$ cat src/rtl/truth_table_scanner.sv
// Walks every N-bit input vector through a combinational block, samples f after
// a programmable settle time and accumulates the minterm mask plus a ones count.
module truth_table_scanner #(
  parameter int unsigned N      = 3,
  parameter int unsigned SETTLE = 1
) (
  input  logic               clk,
  input  logic               rst_n,
  input  logic               start,
  input  logic               f,
  output logic [N-1:0]       vec,
  output logic               busy,
  output logic               done,
  output logic [(1<<N)-1:0]  minterms,
  output logic [N:0]         ones,
  output logic               const0,
  output logic               const1
);

  localparam int unsigned NV = 1 << N;
  localparam int unsigned WW = 4;

  typedef enum logic [1:0] {IDLE, RUN, DONE} state_e;

  state_e          state_q, state_d;
  logic [N-1:0]    vec_q, vec_d;
  logic [WW-1:0]   wait_q, wait_d;
  logic            busy_q, busy_d;
  logic            done_q, done_d;
  logic [NV-1:0]   minterms_q, minterms_d;
  logic [N:0]      ones_q, ones_d;

  // State and datapath registers
  always_ff @(posedge clk or negedge rst_n) begin
    if (!rst_n) begin
      state_q    <= IDLE;
      vec_q      <= '0;
      wait_q     <= '0;
      busy_q     <= 1'b0;
      done_q     <= 1'b0;
      minterms_q <= '0;
      ones_q     <= '0;
    end else begin
      state_q    <= state_d;
      vec_q      <= vec_d;
      wait_q     <= wait_d;
      busy_q     <= busy_d;
      done_q     <= done_d;
      minterms_q <= minterms_d;
      ones_q     <= ones_d;
    end
  end

  // Next-state, vector sequencing and capture
  always_comb begin
    state_d    = state_q;
    vec_d      = vec_q;
    wait_d     = wait_q;
    minterms_d = minterms_q;
    ones_d     = ones_q;

    case (state_q)
      IDLE: begin
        if (start) begin
          state_d    = RUN;
          vec_d      = '0;
          wait_d     = '0;
          minterms_d = '0;
          ones_d     = '0;
        end
      end
      RUN: begin
        if (wait_q != WW'(SETTLE)) begin
          wait_d = wait_q + WW'(1);
        end else begin
          // Sampling edge: f has been stable for SETTLE+1 cycles
          minterms_d[vec_q] = f;
          ones_d            = ones_q + (N+1)'(f);
          wait_d            = '0;
          if (vec_q == N'(NV - 1)) begin
            state_d = DONE;
            vec_d   = '0;
          end else begin
            vec_d = vec_q + N'(1);
          end
        end
      end
      DONE:    state_d = IDLE;
      default: state_d = IDLE;
    endcase

    busy_d = (state_d == RUN);
    done_d = (state_d == DONE);
  end

  assign vec      = vec_q;
  assign busy     = busy_q;
  assign done     = done_q;
  assign minterms = minterms_q;
  assign ones     = ones_q;
  assign const0   = (ones_q == '0);
  assign const1   = (ones_q == (N+1)'(NV));

endmodule

$ cat config.mk
export PLATFORM = sky130hd
export DESIGN_NAME = truth_table_scanner
export DESIGN_NICKNAME = d
export VERILOG_FILES = /design/src/rtl/truth_table_scanner.sv
export SDC_FILE = /design/constraint.sdc
export NUM_CORES = 1
export LEC_CHECK = 0
export ABC_AREA = 1
export CAP_MARGIN = 20
export CELL_PAD_IN_SITES_DETAIL_PLACEMENT = 0
export CELL_PAD_IN_SITES_GLOBAL_PLACEMENT = 1
export CORE_ASPECT_RATIO = 0.8
export CORE_UTILIZATION = 38
export DETAILED_ROUTE_END_ITERATION = 8
export PLACE_DENSITY_LB_ADDON = 0.1
export SYNTH_ARGS = -nofsm -noshare
export SYNTH_HDL_FRONTEND = slang
export SYNTH_SLANG_ARGS = --single-unit
$ cat constraint.sdc
create_clock -name clk -period 1.3 [get_ports clk]
set_input_delay 0.13 -clock clk [delete_from_list [all_inputs] [get_ports clk]]
set_output_delay 0.13 -clock clk [all_outputs]
set_load 0.02 [all_outputs]
==> impl_metrics.yaml, run 1 <==
flow_run:
  drv_cap: 0
synthesis:
  syn_area_um2: 1240
  synth_cell_types: 24
  synth-seq-cells: 23
  synthCells: 150
  synth_ff_type: "dfrtp_1"
  yosysWarnings: 0
  synth_nets: 160
  synth_edf_count: 0
  async_flop_share: 1.00
  yosysTopAreaCellShare: 0.464
  yosysSeqAreaShare: 0.464
  synthTopCellsByArea: "dfrtp_1 (46%), nand2_1 (12%), nand3_1 (8.9%)"
  syn_area_per_cell_um2: 8.27
  post-synth-top-area-cell: "dfrtp_1"
clock_tree:
  ctsLongestPathBuffers: 2
  cts_max_level: 1
  cts.clk_slew.worst_paths_ps: 90
  cts_made_buffers: 3
  hold_buffers: 0
  clk_latency_ps: 270
  clockRootBuffer: "clkbuf_8"
  cts_sinks: 23
  cts_tree: "done"
worst_setup_path:
  crit_end: "const1"
  end_kind: "primary output"
  startpoint: "ones[1]$_DFFE_PN0P_"
  critical_path.max_fanout: 2
  crit_required_ps: 1170
  criticalPathCategory: "reg -> out"
  reg2reg_to: "wait_q[1]$_DFFE_PN0P_"
  crit_family: "simple AND/OR/NAND/NOR gates"
  start_kind: "flip-flop"
  reg2reg_slack_ps: 50
  reg2reg_depth: 5
  crit_cells: 3
  cp_slowest_cell: "dfrtp_1"
  worstPathArrival_ps: 1210
  rr_startpoint: "wait_q[1]$_DFFE_PN0P_"
  path_cells: "or2_4 -> nor3_2 -> buf_4"
  worst-path-buf-inv: 1
  cpPeakStageDelay_ps: 380
die:
  dieHeight_um: 53.1
  die_x_um: 65.9
  start_util: 0.399
  num_rows: 18
  core_region_area_um2: 3110
  io_pins: 23
  dieArea_um2: 3500
sta:
  fin_ws_ps: -44.1
  finalClockSkew_ps: 8.39
  fin_crit_sh: 1.03
  max_freq_mhz: 744
  fin_crit_ps: 1340
  worstMarginPinSlew_ps: 340
  hold_viol: 0
  tns_ps: -65.7
  final_max_slew_viol_count: 0
  rsz0062_at_grt: "true"
  setup_violations: 2
  relSlewSlack: 0.773
final_layout:
  final_common_cell: "nand2_1"
  final_cell_area_um2: 1730
  syn_to_final_growth_pct: 39.5
  multi_input_area_um2: 637
  nets: 205
  regArea_um2: 578
  antenna_cells: 0
  fill_cells: 288
  final_layout_size_suffix_gt1_frac: 0.247
  final_cell_mix: "nand2_1 (41), nand3_1 (22), dfrtp_1 (21), buf_4 (21), inv_1 (16)"
  finalNonFillerCells: 234
  fin_util: 0.557
place:
  placed_area_um2: 1650
  place_inst: 229
  gp_congestion: 0.783
  port_buffers: 22
  dp_hpwl_mm: 2.13
global_routing:
  grt_pass1_vias: 1051
  globalRouteTotalUtil: 0.184
  grt-ovfl-total: 0
  antenna_found_initial: 0
  grt_pass1_wl_mm: 4.75
  grt_start_max_net_pins: 24
power_and_ir_drop:
  powerDensity_nw_per_um2: 2420
  irDropWorstVdd_uv: 1160
  p_leak_nw: 0.921
drt:
  first_iter_violations: 84
  remaining_drc_errors: 0
  wl_per_cell_um: 12.4
  antenna_left: 0
  via_count: 1152
  vias_per_cell: 4.92
  wl_mm: 2.89
  drtPass1Iterations: 4
outcome:
  failed_checks: "setup timing"
  status: "finished, violations left"
worst_hold_path:
  holdCritPathClass: "in -> async"
-- flip-flops by register name, indices dropped and copies added (netlist names) --
name,flops
minterms,8
ones,4
wait_q,4
vec,3
state_q,2
busy,1
done,1
-- cell usage after synthesis, types with 2 or more instances --
library cell / instances
inv_1: 16
nand3_1: 22
dfrtp_1: 23
inv_2: 2
nand2_1: 41
nand4_1: 2
nand3b_1: 3
nor3_1: 6
o21bai_1: 3
nor2_1: 7
o22ai_1: 2
ha_1: 6
o21ai_0: 4
nor2_2: 2
a21oi_1: 2
-- timing repair --
action                                  CTS  global route
setup buffers                             1             0
resized for setup                        30            17
endpoints found under the setup margin   19            22
pin swaps                                 1             1
-- how the worst min path moves through the flow --
| stage | startpoint | end | cells past startpoint |
|---|---|---|---|
| after floorplan | rst_n | busy$_DFF_PN0_ | 0 |
| after global placement | minterms[6]$_DFFE_PN0P_ | minterms[6]$_DFFE_PN0P_ | 2 |
| after CTS | rst_n | wait_q[1]$_DFFE_PN0P_ | 2 |
| after detailed placement | minterms[6]$_DFFE_PN0P_ | minterms[6]$_DFFE_PN0P_ | 2 |
| after global routing | rst_n | wait_q[3]$_DFFE_PN0P_ | 2 |
| final | rst_n | wait_q[3]$_DFFE_PN0P_ | 2 |
-- final cells by class --
type | instances | share of cell area
timing repair buffer | 42 | 0.204
clock buffer | 4 | 0.0260
inverter | 18 | 0.0390
tap | 40 | 0.0289
sequential | 23 | 0.334
multi-input combinational | 107 | 0.368
-- layer usage --
| metal | wire length (um) | up-vias | GRT usage | part of all wire |
|---|---|---|---|---|
| met5 | 0 | - | 0 | 0 |
| met4 | 20 | 0 | 0.0543 | 0.0069 |
| met3 | 109 | 2 | 0.0453 | 0.038 |
| met2 | 1400 | 24 | 0.287 | 0.48 |
| met1 | 1370 | 547 | 0.250 | 0.47 |
| li1 | - | 579 | - | - |
-- kinds of logic (layout without fill, tap and decap cells) --
logic type                 after synthesis  in the layout  share of synthesized area
xor gates and xnor gates                 2              2                     0.0141
buffers and inverters                   20             64                     0.0675
DFF                                     23             23                      0.464
adders and majority gates                6              6                     0.0605
AOI/OAI and AO/OA                       11             11                     0.0524
and+or+nand+nor                         88             88                      0.342
-- per-stage QoR --
stage | hold WS [ps] | total power, mW | setup slack [ps]
final | 208 | 4.20 | -44.1
after global routing | 258 | 4.54 | -109
after CTS | 219 | 4.10 | -47.6
after detailed placement | 461 | 3.78 | -256
after global placement | 455 | 3.73 | -224
after floorplan | -166 | 2.65 | -101
-- power breakdown --
part	internal (mW)	total [mW]	switching (mW)
Combinational	1.09	2.54	1.45
Clock	0.219	0.451	0.232
Sequential	1.01	1.21	0.203
Note: power is estimated with default switching activity, not from simulation.
==> run 2, diff against run 1 <==
CAP_MARGIN = not set   (was 20)
PLACE_DENSITY = 0.81   (was not set)
PLACE_DENSITY_LB_ADDON = not set   (was 0.1)
==> run 2 against run 1 <==
The flow still finishes with violations (setup timing). Non-clock buffer count grew 7. Clock-buffer cell count shrank 1. Final cell count grew 3.4%. Worst hold slack lost 9.9 ps. Critical path depth is the same. Total power grew 10%. Die area is the same. Sequential cell count is the same. Via count grew 2.0%. Sequential share of layout area shrank 2.2 points. Design area grew 7.9%. Largest cell class unchanged. Highest routed layer unchanged.
==> impl_metrics.yaml, run 2 (synthesis gave the netlist of run 1 again) <==
die:
  core_region_area_um2: 3110
  die_x_um: 65.9
  start_util: 0.399
  num_rows: 18
  io_pins: 23
  dieArea_um2: 3500
  dieHeight_um: 53.1
worst_setup_path:
  startpoint: "ones[1]$_DFFE_PN0P_"
  worstPathArrival_ps: 1210
  end_kind: "primary output"
  critical_path.max_fanout: 2
  start_kind: "flip-flop"
  rr_startpoint: "ones[0]$_DFFE_PN0P_"
  crit_required_ps: 1170
  criticalPathCategory: "reg -> out"
  reg2reg_slack_ps: 30
drt:
  met2WireLength_mm: 1.47
  vias_per_cell: 4.86
  remaining_drc_errors: 0
  wl_per_cell_um: 12.8
  highest_layer: "met4"
  wl_met1_mm: 1.52
  via_count: 1175
  drtPass1Iterations: 3
  wl_met3_um: 89
  first_iter_violations: 41
  antenna_left: 0
  wl_mm: 3.09
sta:
  max_freq_mhz: 746
  finalClockSkew_ps: 14.9
  relSlewSlack: 0.801
  rsz0062_at_grt: "true"
  fin_ws_ps: -40.7
  fin_crit_sh: 1.03
  hold_viol: 0
  setup_violations: 2
  fin_crit_ps: 1340
  final_max_slew_viol_count: 0
  worstMarginPinSlew_ps: 298
final_layout:
  final_common_cell: "nand2_1"
  largest_register_ffs: 8
  final_layout_size_suffix_gt1_frac: 0.332
  antenna_cells: 0
  final_cell_mix: "nand2_1 (39), buf_4 (24), nand3_1 (21)"
  syn_to_final_growth_pct: 50.6
  fin_util: 0.601
  nets: 213
power_and_ir_drop:
  powerDensity_nw_per_um2: 2480
  irDropWorstVdd_uv: 1210
  p_leak_nw: 0.960
clock_tree:
  cts_tree: "done"
  clk_latency_ps: 270
  cts_made_buffers: 3
  hold_buffers: 0
  cts_sinks: 23
  ctsLongestPathBuffers: 2
  cts.clk_slew.worst_paths_ps: 100
  cts_max_level: 1
  clockRootBuffer: "clkbuf_8"
place:
  gp_congestion: 0.806
  pre_cts_ws_ps: -262
  port_buffers: 22
  dp_hpwl_mm: 2.17
global_routing:
  globalRouteTotalUtil: 0.190
  grt-ovfl-total: 0
  grt_pass1_vias: 1087
  grt_pass1_wl_mm: 4.89
  antenna_found_initial: 0
  grt_start_max_net_pins: 24
outcome:
  status: "finished, violations left"
  failed_checks: "setup timing"
worst_hold_path:
  holdCritPathClass: "in -> async"
flow_run:
  drv_cap: 0
==> run 2: cell count changes in the layout (fill, tap and decap cells not counted), moves of 2 or more <==
| cell | change |
|---|---|
| buf_6 | +4 |
| dfrtp_1 | -4 |
| dfrtp_2 | +4 |
| buf_4 | +3 |
| nor3_2 | -3 |
| clkinvlp_4 | +2 |
| inv_1 | -2 |
| nand2_1 | -2 |
| nand2_2 | +2 |
| nor3_4 | +2 |
==> run 2: power by group <==
part / internal, mW / switching, mW / leakage (nW)
Combinational: 1.31 / 1.59 / 0.651
Sequential: 1.01 / 0.253 / 0.287
Clock: 0.217 / 0.247 / 0.0217
==> run 2: critical path: stages, from the launching register on <==
cell and delay [ps]:
dfrtp_1 390, or2_4 280, nor3_4 130, buf_6 140
==> run 2: area by class of cell <==
class                   instances  area (um2)
fillers                       272        1240
multi-input cells             108         699
flip-flops and latches         23         583
repair buffers                 49         417
inverters                      18        71.3
well taps                      40        50.0
clock buffers                   3        41.3
clock inverters                 1        7.51
==> run 2: timing repair <==
action,4_1_cts,5_1_grt
endpoints found under the setup margin,23,21
pin swaps,0,3
resized for setup,38,30
setup buffers,0,6
cloned,0,1
==> run 2: metal layers <==
layer	track usage	vias to the layer above
met5	0	-
met4	0.0471	0
met3	0.0560	2
met2	0.296	13
met1	0.255	564
li1	-	596
==> run 2: through the flow <==
step	instances	TNS, ps	hold WS (ps)	power, mW	instance area [um2]
after floorplan	150	-201	-166	2.65	1240
after global placement	231	-551	456	3.71	1650
after detailed placement	231	-743	473	3.79	1650
after CTS	235	-56.3	209	4.16	1700
after global routing	242	-284	239	5.00	1870
final	242	-78.9	198	4.63	1870
==> run 2: final timing paths <==
kind,endpoint,depth (start not counted)
min reg2reg,minterms[6]$_DFFE_PN0P_,2
min,minterms[1]$_DFFE_PN0P_,2
min in group clk,minterms[6]$_DFFE_PN0P_,2
max,const0,3
max in group asynchronous,ones[2]$_DFFE_PN0P_,2
max reg2reg,ones[2]$_DFFE_PN0P_,6
